$ cat src/rtl/rfnoc_pilot_qpsk_tx_if.sv
// AXI-Stream link used on both sides of the pilot/QPSK transmitter.
// The master drives data/last/valid and the slave drives ready.
interface rfnoc_pilot_qpsk_tx_if;
    logic [31:0] tdata;
    logic        tlast;
    logic        tvalid;
    logic        tready;

    modport master (output tdata, tlast, tvalid, input tready);
    modport slave  (input tdata, tlast, tvalid, output tready);
endinterface

$ cat src/rtl/rfnoc_pilot_qpsk_tx.sv
// QPSK transmitter: maps 16 two-bit symbols per input word to sc16 samples,
// with a BPSK PN pilot burst in front of every frame.
//
// state      | meaning
// -----------+----------------------------------------------------------
// ST_IDLE    | no frame in progress, waiting for input tvalid
// ST_PILOT   | emitting PILOT_LEN BPSK pilot samples from the PN LFSR
// ST_PAYLOAD | mapping buffered payload bits to QPSK samples
module rfnoc_pilot_qpsk_tx #(
    parameter int                 PILOT_LEN    = 64,
    parameter int                 PAYLOAD_SYMS = 256,
    parameter logic signed [15:0] AMP          = 16'sd11585
) (
    input  logic                         axis_data_clk,
    input  logic                         axis_data_rst,
    rfnoc_pilot_qpsk_tx_if.slave         s_in_axis,
    rfnoc_pilot_qpsk_tx_if.master        m_out_axis,
    output logic [31:0]                  frame_cnt
);
    localparam int          PIL_W = (PILOT_LEN > 1) ? $clog2(PILOT_LEN) : 1;
    localparam int          PAY_W = $clog2(PAYLOAD_SYMS);
    localparam logic [15:0] AMP_P = AMP;
    localparam logic [15:0] AMP_N = 16'(-AMP);
    localparam logic [6:0]  LFSR_SEED = 7'h7F;

    typedef enum logic [1:0] {
        ST_IDLE,
        ST_PILOT,
        ST_PAYLOAD
    } state_e;

    state_e             state_q, state_d;
    logic [6:0]         lfsr_q, lfsr_d;
    logic [PIL_W-1:0]   pil_cnt_q, pil_cnt_d;
    logic [PAY_W-1:0]   pay_cnt_q, pay_cnt_d;
    logic [31:0]        wreg_q, wreg_d;
    logic               wlast_q, wlast_d;
    logic               wv_q, wv_d;
    logic [3:0]         sidx_q, sidx_d;
    logic [31:0]        odata_q, odata_d;
    logic               olast_q, olast_d;
    logic               ovalid_q, ovalid_d;
    logic [31:0]        frame_cnt_q, frame_cnt_d;

    logic               adv;
    logic               in_rdy;
    logic               in_acc;
    logic               frame_end;
    logic [1:0]         sym;

    assign adv    = !ovalid_q || m_out_axis.tready;
    assign in_rdy = (state_q == ST_PAYLOAD) && (!wv_q || (adv && sidx_q == 4'd15));
    assign in_acc = in_rdy && s_in_axis.tvalid;
    assign sym    = wreg_q[{sidx_q, 1'b0} +: 2];
    assign frame_end = (sidx_q == 4'd15 && wlast_q) ||
                       (pay_cnt_q == PAY_W'(PAYLOAD_SYMS - 1));

    always_comb begin
        state_d     = state_q;
        lfsr_d      = lfsr_q;
        pil_cnt_d   = pil_cnt_q;
        pay_cnt_d   = pay_cnt_q;
        wreg_d      = wreg_q;
        wlast_d     = wlast_q;
        wv_d        = wv_q;
        sidx_d      = sidx_q;
        odata_d     = odata_q;
        olast_d     = olast_q;
        ovalid_d    = ovalid_q;
        frame_cnt_d = frame_cnt_q + 32'(ovalid_q && m_out_axis.tready && olast_q);

        // An emptied output slot goes invalid unless something is loaded below.
        if (adv) begin
            ovalid_d = 1'b0;
        end

        case (state_q)
            ST_IDLE: begin
                if (s_in_axis.tvalid) begin
                    state_d   = ST_PILOT;
                    lfsr_d    = LFSR_SEED;
                    pil_cnt_d = '0;
                end
            end
            ST_PILOT: begin
                if (adv) begin
                    odata_d  = {lfsr_q[6] ? AMP_N : AMP_P, 16'h0000};
                    olast_d  = 1'b0;
                    ovalid_d = 1'b1;
                    lfsr_d   = {lfsr_q[5:0], lfsr_q[6] ^ lfsr_q[5]};
                    if (pil_cnt_q == PIL_W'(PILOT_LEN - 1)) begin
                        state_d   = ST_PAYLOAD;
                        pil_cnt_d = '0;
                    end else begin
                        pil_cnt_d = pil_cnt_q + PIL_W'(1);
                    end
                end
            end
            ST_PAYLOAD: begin
                if (adv && wv_q) begin
                    odata_d  = {sym[0] ? AMP_N : AMP_P, sym[1] ? AMP_N : AMP_P};
                    olast_d  = frame_end;
                    ovalid_d = 1'b1;
                    sidx_d   = sidx_q + 4'd1;
                    if (sidx_q == 4'd15) begin
                        wv_d = 1'b0;
                    end
                    if (frame_end) begin
                        pay_cnt_d = '0;
                        state_d   = s_in_axis.tvalid ? ST_PILOT : ST_IDLE;
                        lfsr_d    = LFSR_SEED;
                        pil_cnt_d = '0;
                    end else begin
                        pay_cnt_d = pay_cnt_q + PAY_W'(1);
                    end
                end
            end
            default: begin
                state_d = ST_IDLE;
            end
        endcase

        // A word accepted on the last symbol refills the buffer seamlessly.
        if (in_acc) begin
            wreg_d  = s_in_axis.tdata;
            wlast_d = s_in_axis.tlast;
            wv_d    = 1'b1;
            sidx_d  = 4'd0;
        end
    end

    always_ff @(posedge axis_data_clk or posedge axis_data_rst) begin
        if (axis_data_rst) begin
            state_q     <= ST_IDLE;
            lfsr_q      <= LFSR_SEED;
            pil_cnt_q   <= '0;
            pay_cnt_q   <= '0;
            wreg_q      <= '0;
            wlast_q     <= 1'b0;
            wv_q        <= 1'b0;
            sidx_q      <= 4'd0;
            odata_q     <= '0;
            olast_q     <= 1'b0;
            ovalid_q    <= 1'b0;
            frame_cnt_q <= '0;
        end else begin
            state_q     <= state_d;
            lfsr_q      <= lfsr_d;
            pil_cnt_q   <= pil_cnt_d;
            pay_cnt_q   <= pay_cnt_d;
            wreg_q      <= wreg_d;
            wlast_q     <= wlast_d;
            wv_q        <= wv_d;
            sidx_q      <= sidx_d;
            odata_q     <= odata_d;
            olast_q     <= olast_d;
            ovalid_q    <= ovalid_d;
            frame_cnt_q <= frame_cnt_d;
        end
    end

    assign s_in_axis.tready  = in_rdy;
    assign m_out_axis.tdata  = odata_q;
    assign m_out_axis.tlast  = olast_q;
    assign m_out_axis.tvalid = ovalid_q;
    assign frame_cnt         = frame_cnt_q;
endmodule

$ cat src/flat_wrapper.sv
// flat-port wrapper written by rule: the top's interface ports become plain ports
module rfnoc_pilot_qpsk_tx_flat 
#(
    parameter int                 PILOT_LEN    = 64,
    parameter int                 PAYLOAD_SYMS = 256,
    parameter logic signed [15:0] AMP          = 16'sd11585
)
  (axis_data_clk, axis_data_rst, frame_cnt, s_in_axis_tdata, s_in_axis_tlast, s_in_axis_tvalid, s_in_axis_tready, m_out_axis_tdata, m_out_axis_tlast, m_out_axis_tvalid, m_out_axis_tready);
  rfnoc_pilot_qpsk_tx_if s_in_axis_i ();
  rfnoc_pilot_qpsk_tx_if m_out_axis_i ();
  input  logic axis_data_clk;
  input  logic axis_data_rst;
  output logic [31:0] frame_cnt;
  input wire logic [$bits(s_in_axis_i.tdata)-1:0] s_in_axis_tdata;
  input wire logic [$bits(s_in_axis_i.tlast)-1:0] s_in_axis_tlast;
  input wire logic [$bits(s_in_axis_i.tvalid)-1:0] s_in_axis_tvalid;
  output wire logic [$bits(s_in_axis_i.tready)-1:0] s_in_axis_tready;
  output wire logic [$bits(m_out_axis_i.tdata)-1:0] m_out_axis_tdata;
  output wire logic [$bits(m_out_axis_i.tlast)-1:0] m_out_axis_tlast;
  output wire logic [$bits(m_out_axis_i.tvalid)-1:0] m_out_axis_tvalid;
  input wire logic [$bits(m_out_axis_i.tready)-1:0] m_out_axis_tready;
  assign s_in_axis_i.tdata = s_in_axis_tdata;
  assign s_in_axis_i.tlast = s_in_axis_tlast;
  assign s_in_axis_i.tvalid = s_in_axis_tvalid;
  assign s_in_axis_tready = s_in_axis_i.tready;
  assign m_out_axis_tdata = m_out_axis_i.tdata;
  assign m_out_axis_tlast = m_out_axis_i.tlast;
  assign m_out_axis_tvalid = m_out_axis_i.tvalid;
  assign m_out_axis_i.tready = m_out_axis_tready;
  rfnoc_pilot_qpsk_tx #(.PILOT_LEN(PILOT_LEN), .PAYLOAD_SYMS(PAYLOAD_SYMS), .AMP(AMP)) u_core (.axis_data_clk(axis_data_clk), .axis_data_rst(axis_data_rst), .s_in_axis(s_in_axis_i), .m_out_axis(m_out_axis_i), .frame_cnt(frame_cnt));
endmodule
$ cat config.mk
export PLATFORM = sky130hd
export DESIGN_NAME = rfnoc_pilot_qpsk_tx_flat
export DESIGN_NICKNAME = d
export VERILOG_FILES = /design/src/rtl/rfnoc_pilot_qpsk_tx_if.sv /design/src/rtl/rfnoc_pilot_qpsk_tx.sv /design/src/flat_wrapper.sv
export SDC_FILE = /design/constraint.sdc
export NUM_CORES = 1
export LEC_CHECK = 0
export ABC_AREA = 1
export BUFFER_PORTS_ARGS = -buffer_cell sky130_fd_sc_hd__buf_2
export CAP_MARGIN = 40
export CORE_ASPECT_RATIO = 0.5
export CORE_MARGIN = 2
export CORE_UTILIZATION = 60
export DETAILED_ROUTE_END_ITERATION = 10
export PLACE_DENSITY = 0.91
export RECOVER_POWER = 50
export SLEW_MARGIN = 30
export SYNTH_ARGS = -nofsm -noshare
export SYNTH_HDL_FRONTEND = slang
export SYNTH_SLANG_ARGS = --single-unit
export TNS_END_PERCENT = 1
$ cat constraint.sdc
create_clock -name axis_data_clk -period 7.85 [get_ports axis_data_clk]
set_input_delay 0.785 -clock axis_data_clk [delete_from_list [all_inputs] [get_ports axis_data_clk]]
set_output_delay 0.785 -clock axis_data_clk [all_outputs]
set_load 0.02 [all_outputs]
# Word level (Yosys, flattened, before mapping)
# Index checks and enable logic that the tools add are counted.
totals:
  word_cells: 91
  out_inout_bits: 67
  in_bits: 37
  register_bits: 127
classes:
  n_eq_ne: 10
  n_reduce_logical: 24
  n_mux: 39
  n_bitwise: 1
  shifts: 1
  add_sub_neg: 4
ops:
  columns: ["operator", "count"]
  rows:
  - ["two-way mux 32 bit", 2]
  - ["case mux 32 bit (2 select lines)", 1]
  - ["two-way mux 16 bit", 3]
  - ["adder 32 x 1 -> 32 bit", 1]
  - ["variable part select 32 x 6 -> 2 bit", 1]
  - ["two-way mux 6 bit", 5]
  - ["two-way mux 7 bit", 4]
  - ["case mux 7 bit (3 select lines)", 1]
  - ["case mux 6 bit (3 select lines)", 1]
  - ["two-way mux 4 bit", 3]
  - ["two-way mux 1 bit", 10]
  - ["two-way mux 2 bit", 5]
  - ["AND reduction 5 bit", 2]
  - ["adder 8 x 1 -> 8 bit, second input constant", 1]
  - ["equality test 8 bit, second input constant", 1]
  - ["two-way mux 8 bit", 1]
  - ["nonzero test 2 bit", 4]
  - ["logical AND 1 bit", 7]
  - ["adder 6 x 1 -> 6 bit, second input constant", 1]
  - ["equality test 6 bit, second input constant", 1]
  - ["!= test 2 x 1 -> 1 bit, second input constant", 3]
  - ["case mux 2 bit (3 select lines)", 1]
  - ["AND reduction 3 bit", 2]
  - ["adder 4 x 1 -> 4 bit, second input constant", 1]
  - ["11 further kinds", 17]

# Depth between registers and ports, before layout
depth:
  ltp_word: 8
  depth_mapped: 11
  mapped_depth_nobuf: 10

# Worst setup path after synthesis
# OpenSTA, ideal clock, no wires.
synth_path:
  path_type: "in2reg"
  start: "input port m_out_axis_tready"
  end: "register u_core.frame_cnt_q[28], in the netlist u_core.frame_cnt[28]"
  setup_time_ns: 0.122
  n_path_buf: 0
  arrival_ns: 2.059
  setup_slack_ns: 5.669
  required_ns: 7.728
  path_stages: 10
  cell_sequence: "inv_2 -> nor3_1 -> ha_1 -> ha_1 -> nand2_1 -> nor2_4 -> inv_1 -> nor2_1 -> nand2_1 -> xor2_1"
synth_via:
  elab_chain_cells: 3
synth_rtl:
  columns: ["item", "line_no", "source"]
  rows:
  - ["start, declared", "flat_wrapper.sv:21", "input wire logic [$bits(m_out_axis_i.tready)-1:0] m_out_axis_tready;"]
  - ["logical AND 1 bit (2 in series)", "rfnoc_pilot_qpsk_tx.sv:70", "frame_cnt_d = frame_cnt_q + 32'(ovalid_q && m_out_axis.tready && olast_q);"]
  - ["adder 32 x 1 -> 32 bit", "rfnoc_pilot_qpsk_tx.sv:70", null]
  - ["net u_core.frame_cnt_d[28]", "rfnoc_pilot_qpsk_tx.sv:43", "logic [31:0] frame_cnt_q, frame_cnt_d;"]
  - ["end signal, assigned", "rfnoc_pilot_qpsk_tx.sv:158", "frame_cnt_q <= frame_cnt_d;"]
  - ["end, declared", "rfnoc_pilot_qpsk_tx.sv:43", null]
# The timed path passes the listed nets, and every way through them passes these cells.
# A chain may end at the register's enable or synchronous reset.

==> results.ini <==
[run_status]
status=finished, violations left
violations=max-capacitance violations, max-slew violations

[power_and_ir_drop]
power.density_nw_per_um2=343
leakage_uw=0.00310
swShare=0.406
ir_drop_mv=0.169
p_sw_uw=840
p_seq_frac=0.401
p_comb_frac=0.378
internal_power_uw=1230
p_clk_frac=0.222

[sta]
setup_violations=0
rsz0062_at_grt=false
slew_violations=47
finClkSkew_ns=0.00690
slew_headroom=-0.725
worst_pin_slew_ns=2.59
finalSetupTns_ns=0
finalCriticalPeriod_ns=3.41
fin_crit_sh=0.434
whs_ns=0.471
finalHoldViolCount=0
fmax_mhz=294

[grt]
gr-total-overflow=0
grtUsageTotal=0.262
antenna_found_initial=0
grt_pass1_wl_mm=20.0
grt_pass1_vias=4388
grt_max_degree=51

[synthesis]
yosysUniqueCellTypes=33
synth_enable_flop_cells=0
synth_top_family_by_area=simple AND/OR/NAND/NOR gates
synthAdderAreaFrac=0.0233
syn_area_sq_um=5370
async_flop_share=1.00
synth_top_flop_cell=dfrtp_1
yosys.area_share.simple=0.306
synthesis.nets=726
synthMuxAreaShare=0
syn-instance-count=679
ys_ff_latch=101
ys_seq_area_frac=0.473
synth_compound_area_frac=0.0427
syn_avg_cell_area_sq_um=7.90
yosys_warnings=0
synth-xor-area-share=0.0457

[critical_path]
worstPathCellList=buf_2, clkinvlp_2, clkbuf_1
path_max_fanout=47
cp_data_arrival_time_ns=3.31
path_class=in -> async
crit_path_start_kind=input pin
crit_path_end_kind=asynchronous set/reset pin
required_ns=7.75
crit_slowest_cell=clkbuf_1
cp_slowest_stage_delay_ns=1.90

[floorplan]
die_y_um=70.9
coreArea_sq_um=8710
fp.dieW_um=138
rows=24
dieArea_sq_um=9760
initial_core_util=0.616
io_pins=104

[place]
dpl.hpwl_mm=8.47
numPortBuffers=103
place_congestion=0.934

[routing]
drtPass1Iterations=6
first_iter_violations=318
wl_per_cell_um=13.4
via_per_inst=5.19
final_antenna_net_count=0
drc=0
num_vias=4555
finalWirelength_mm=11.8

[hold_path]
min_path_type=reg -> reg

[clock_tree]
htree_levels=3
cts_resized=0
cts_tree=done
cts-root-buf=clkbuf_16
clockBufferDepth=2
cts.clk_slew.worst_paths_ns=0.06
clock_latency_ns=0.35
hold_buffers=0
cts_buffers=9
cts_sinks=101
cts_setup_buffers=0

[job]
maxCapViolCount=1

[cells_and_area]
synthToLayoutAreaGrowth_pct=12.4
drive_gt1_frac=0.162
nets=802
diodes=0

path summary, 6_finish.rpt:
path | startpoint | endpoint | depth (start not counted) | slack (ns)
min reg2reg | u_core.lfsr_q[3] | u_core.lfsr_q[3] | 2 | 0.47
max reg2reg | u_core.sidx_q[0] | u_core.wreg_q[15] | 6 | 5.40
min | u_core.lfsr_q[3] | u_core.lfsr_q[3] | 2 | 0.47
max | axis_data_rst | u_core.wreg_q[29] | 3 | 4.44
max in group axis_data_clk | u_core.sidx_q[0] | s_in_axis_tready | 6 | 5.08
min in group asynchronous | axis_data_rst | u_core.frame_cnt[11] | 2 | 0.55
power groups by stage:
stage,clock (uW),combinational (uW),sequential (uW)
after floorplan,0,667,808
after global placement,0,740,823
after detailed placement,0,771,832
after CTS,467,786,826
after global routing,493,889,851
final,459,782,830
cell usage in the layout, fill, tap and decap left out, types with 2 or more instances in the layout:
cell type  netlist  layout
a21oi_1          6       6
buf_2            5      76
clkbuf_1         1      29
clkbuf_16        0       9
clkbuf_8         0       3
clkinv_2         1       2
dfrtp_1         94      94
dfstp_2          7       7
ha_1            10      10
inv_1           74      73
nand2_1        224     224
nand2_2          4       4
nand3_1         34      34
nand3_2          2       2
nand3b_1         5       5
nand4_1         12      12
nor2_1          56      56
nor2_4           3       3
nor3_1          23      23
nor3b_1          5       5
o211ai_1         2       2
o21ai_0         22      22
o21ai_1          9       9
or2_2           10      10
xnor2_1          8       8
xor2_1          20      20
layout make-up:
class,instances,area (sq um)
fill,715,2680
clock buffer,13,270
multi-input combinational,461,2240
inverter,77,292
sequential,101,2540
clock inverter,3,42.5
timing repair buffer,105,505
tap,117,146
registers in the layout, indices dropped and copies added, names as in the netlist:
signal,cells
u_core.frame_cnt,32
u_core.lfsr_q,7
u_core.m_out_axis.tdata,6
u_core.m_out_axis.tlast,1
u_core.m_out_axis.tvalid,1
u_core.pay_cnt_q,8
u_core.pil_cnt_q,6
u_core.sidx_q,4
u_core.state_q,2
u_core.wlast_q,1
u_core.wreg_q,32
u_core.wv_q,1
per-layer routing:
| metal | track usage | wire length [um] | vias up |
|---|---|---|---|
| met3 | 0.0659 | 598 | 19 |
| met4 | 0.0930 | 195 | 0 |
| met2 | 0.427 | 5730 | 140 |
| met1 | 0.345 | 5250 | 2154 |
| met5 | 0 | 0 | - |
| li1 | - | - | 2242 |
per-stage QoR:
step	std cells	utilization	worst slack, ns	cell area (sq um)	total power, uW
floorplan	679	-	4.43	5370	1480
global placement	860	0.659	5.44	5740	1560
detailed placement	861	0.661	5.32	5760	1600
CTS	877	0.697	5.06	6070	2080
global route	877	0.693	3.79	6030	2230
finish	877	0.693	4.44	6030	2070
logic make-up (layout without fill, tap and decap cells):
logic type	after synthesis	in the layout
fa+ha+maj	10	10
simple gates	380	380
flops	101	101
compound gates	43	43
buf+inv	117	198
xor+xnor	28	28
worst max-delay path: cells and delay by family:
kind	cells	cell delay, ns
buffers and inverters	3	2.51
cells in the mapped netlist (5+ instances only):
cell type,count,area (sq um)
buf_4,30,225
inv_1,74,278
nor3b_1,5,37.5
xor2_1,20,175
o21ai_1,9,45.0
nand4_1,12,75.1
o21ai_0,22,110
xnor2_1,8,70.1
nand3_1,34,170
dfrtp_1,94,2350
nor2_1,56,210
buf_2,5,25.0
nand3b_1,5,37.5
ha_1,10,125
nor3_1,23,115
or2_2,10,62.6
dfstp_2,7,184
nand2_1,224,841
a21oi_1,6,30.0
No activity file was read; power rests on OpenSTA's default activity.
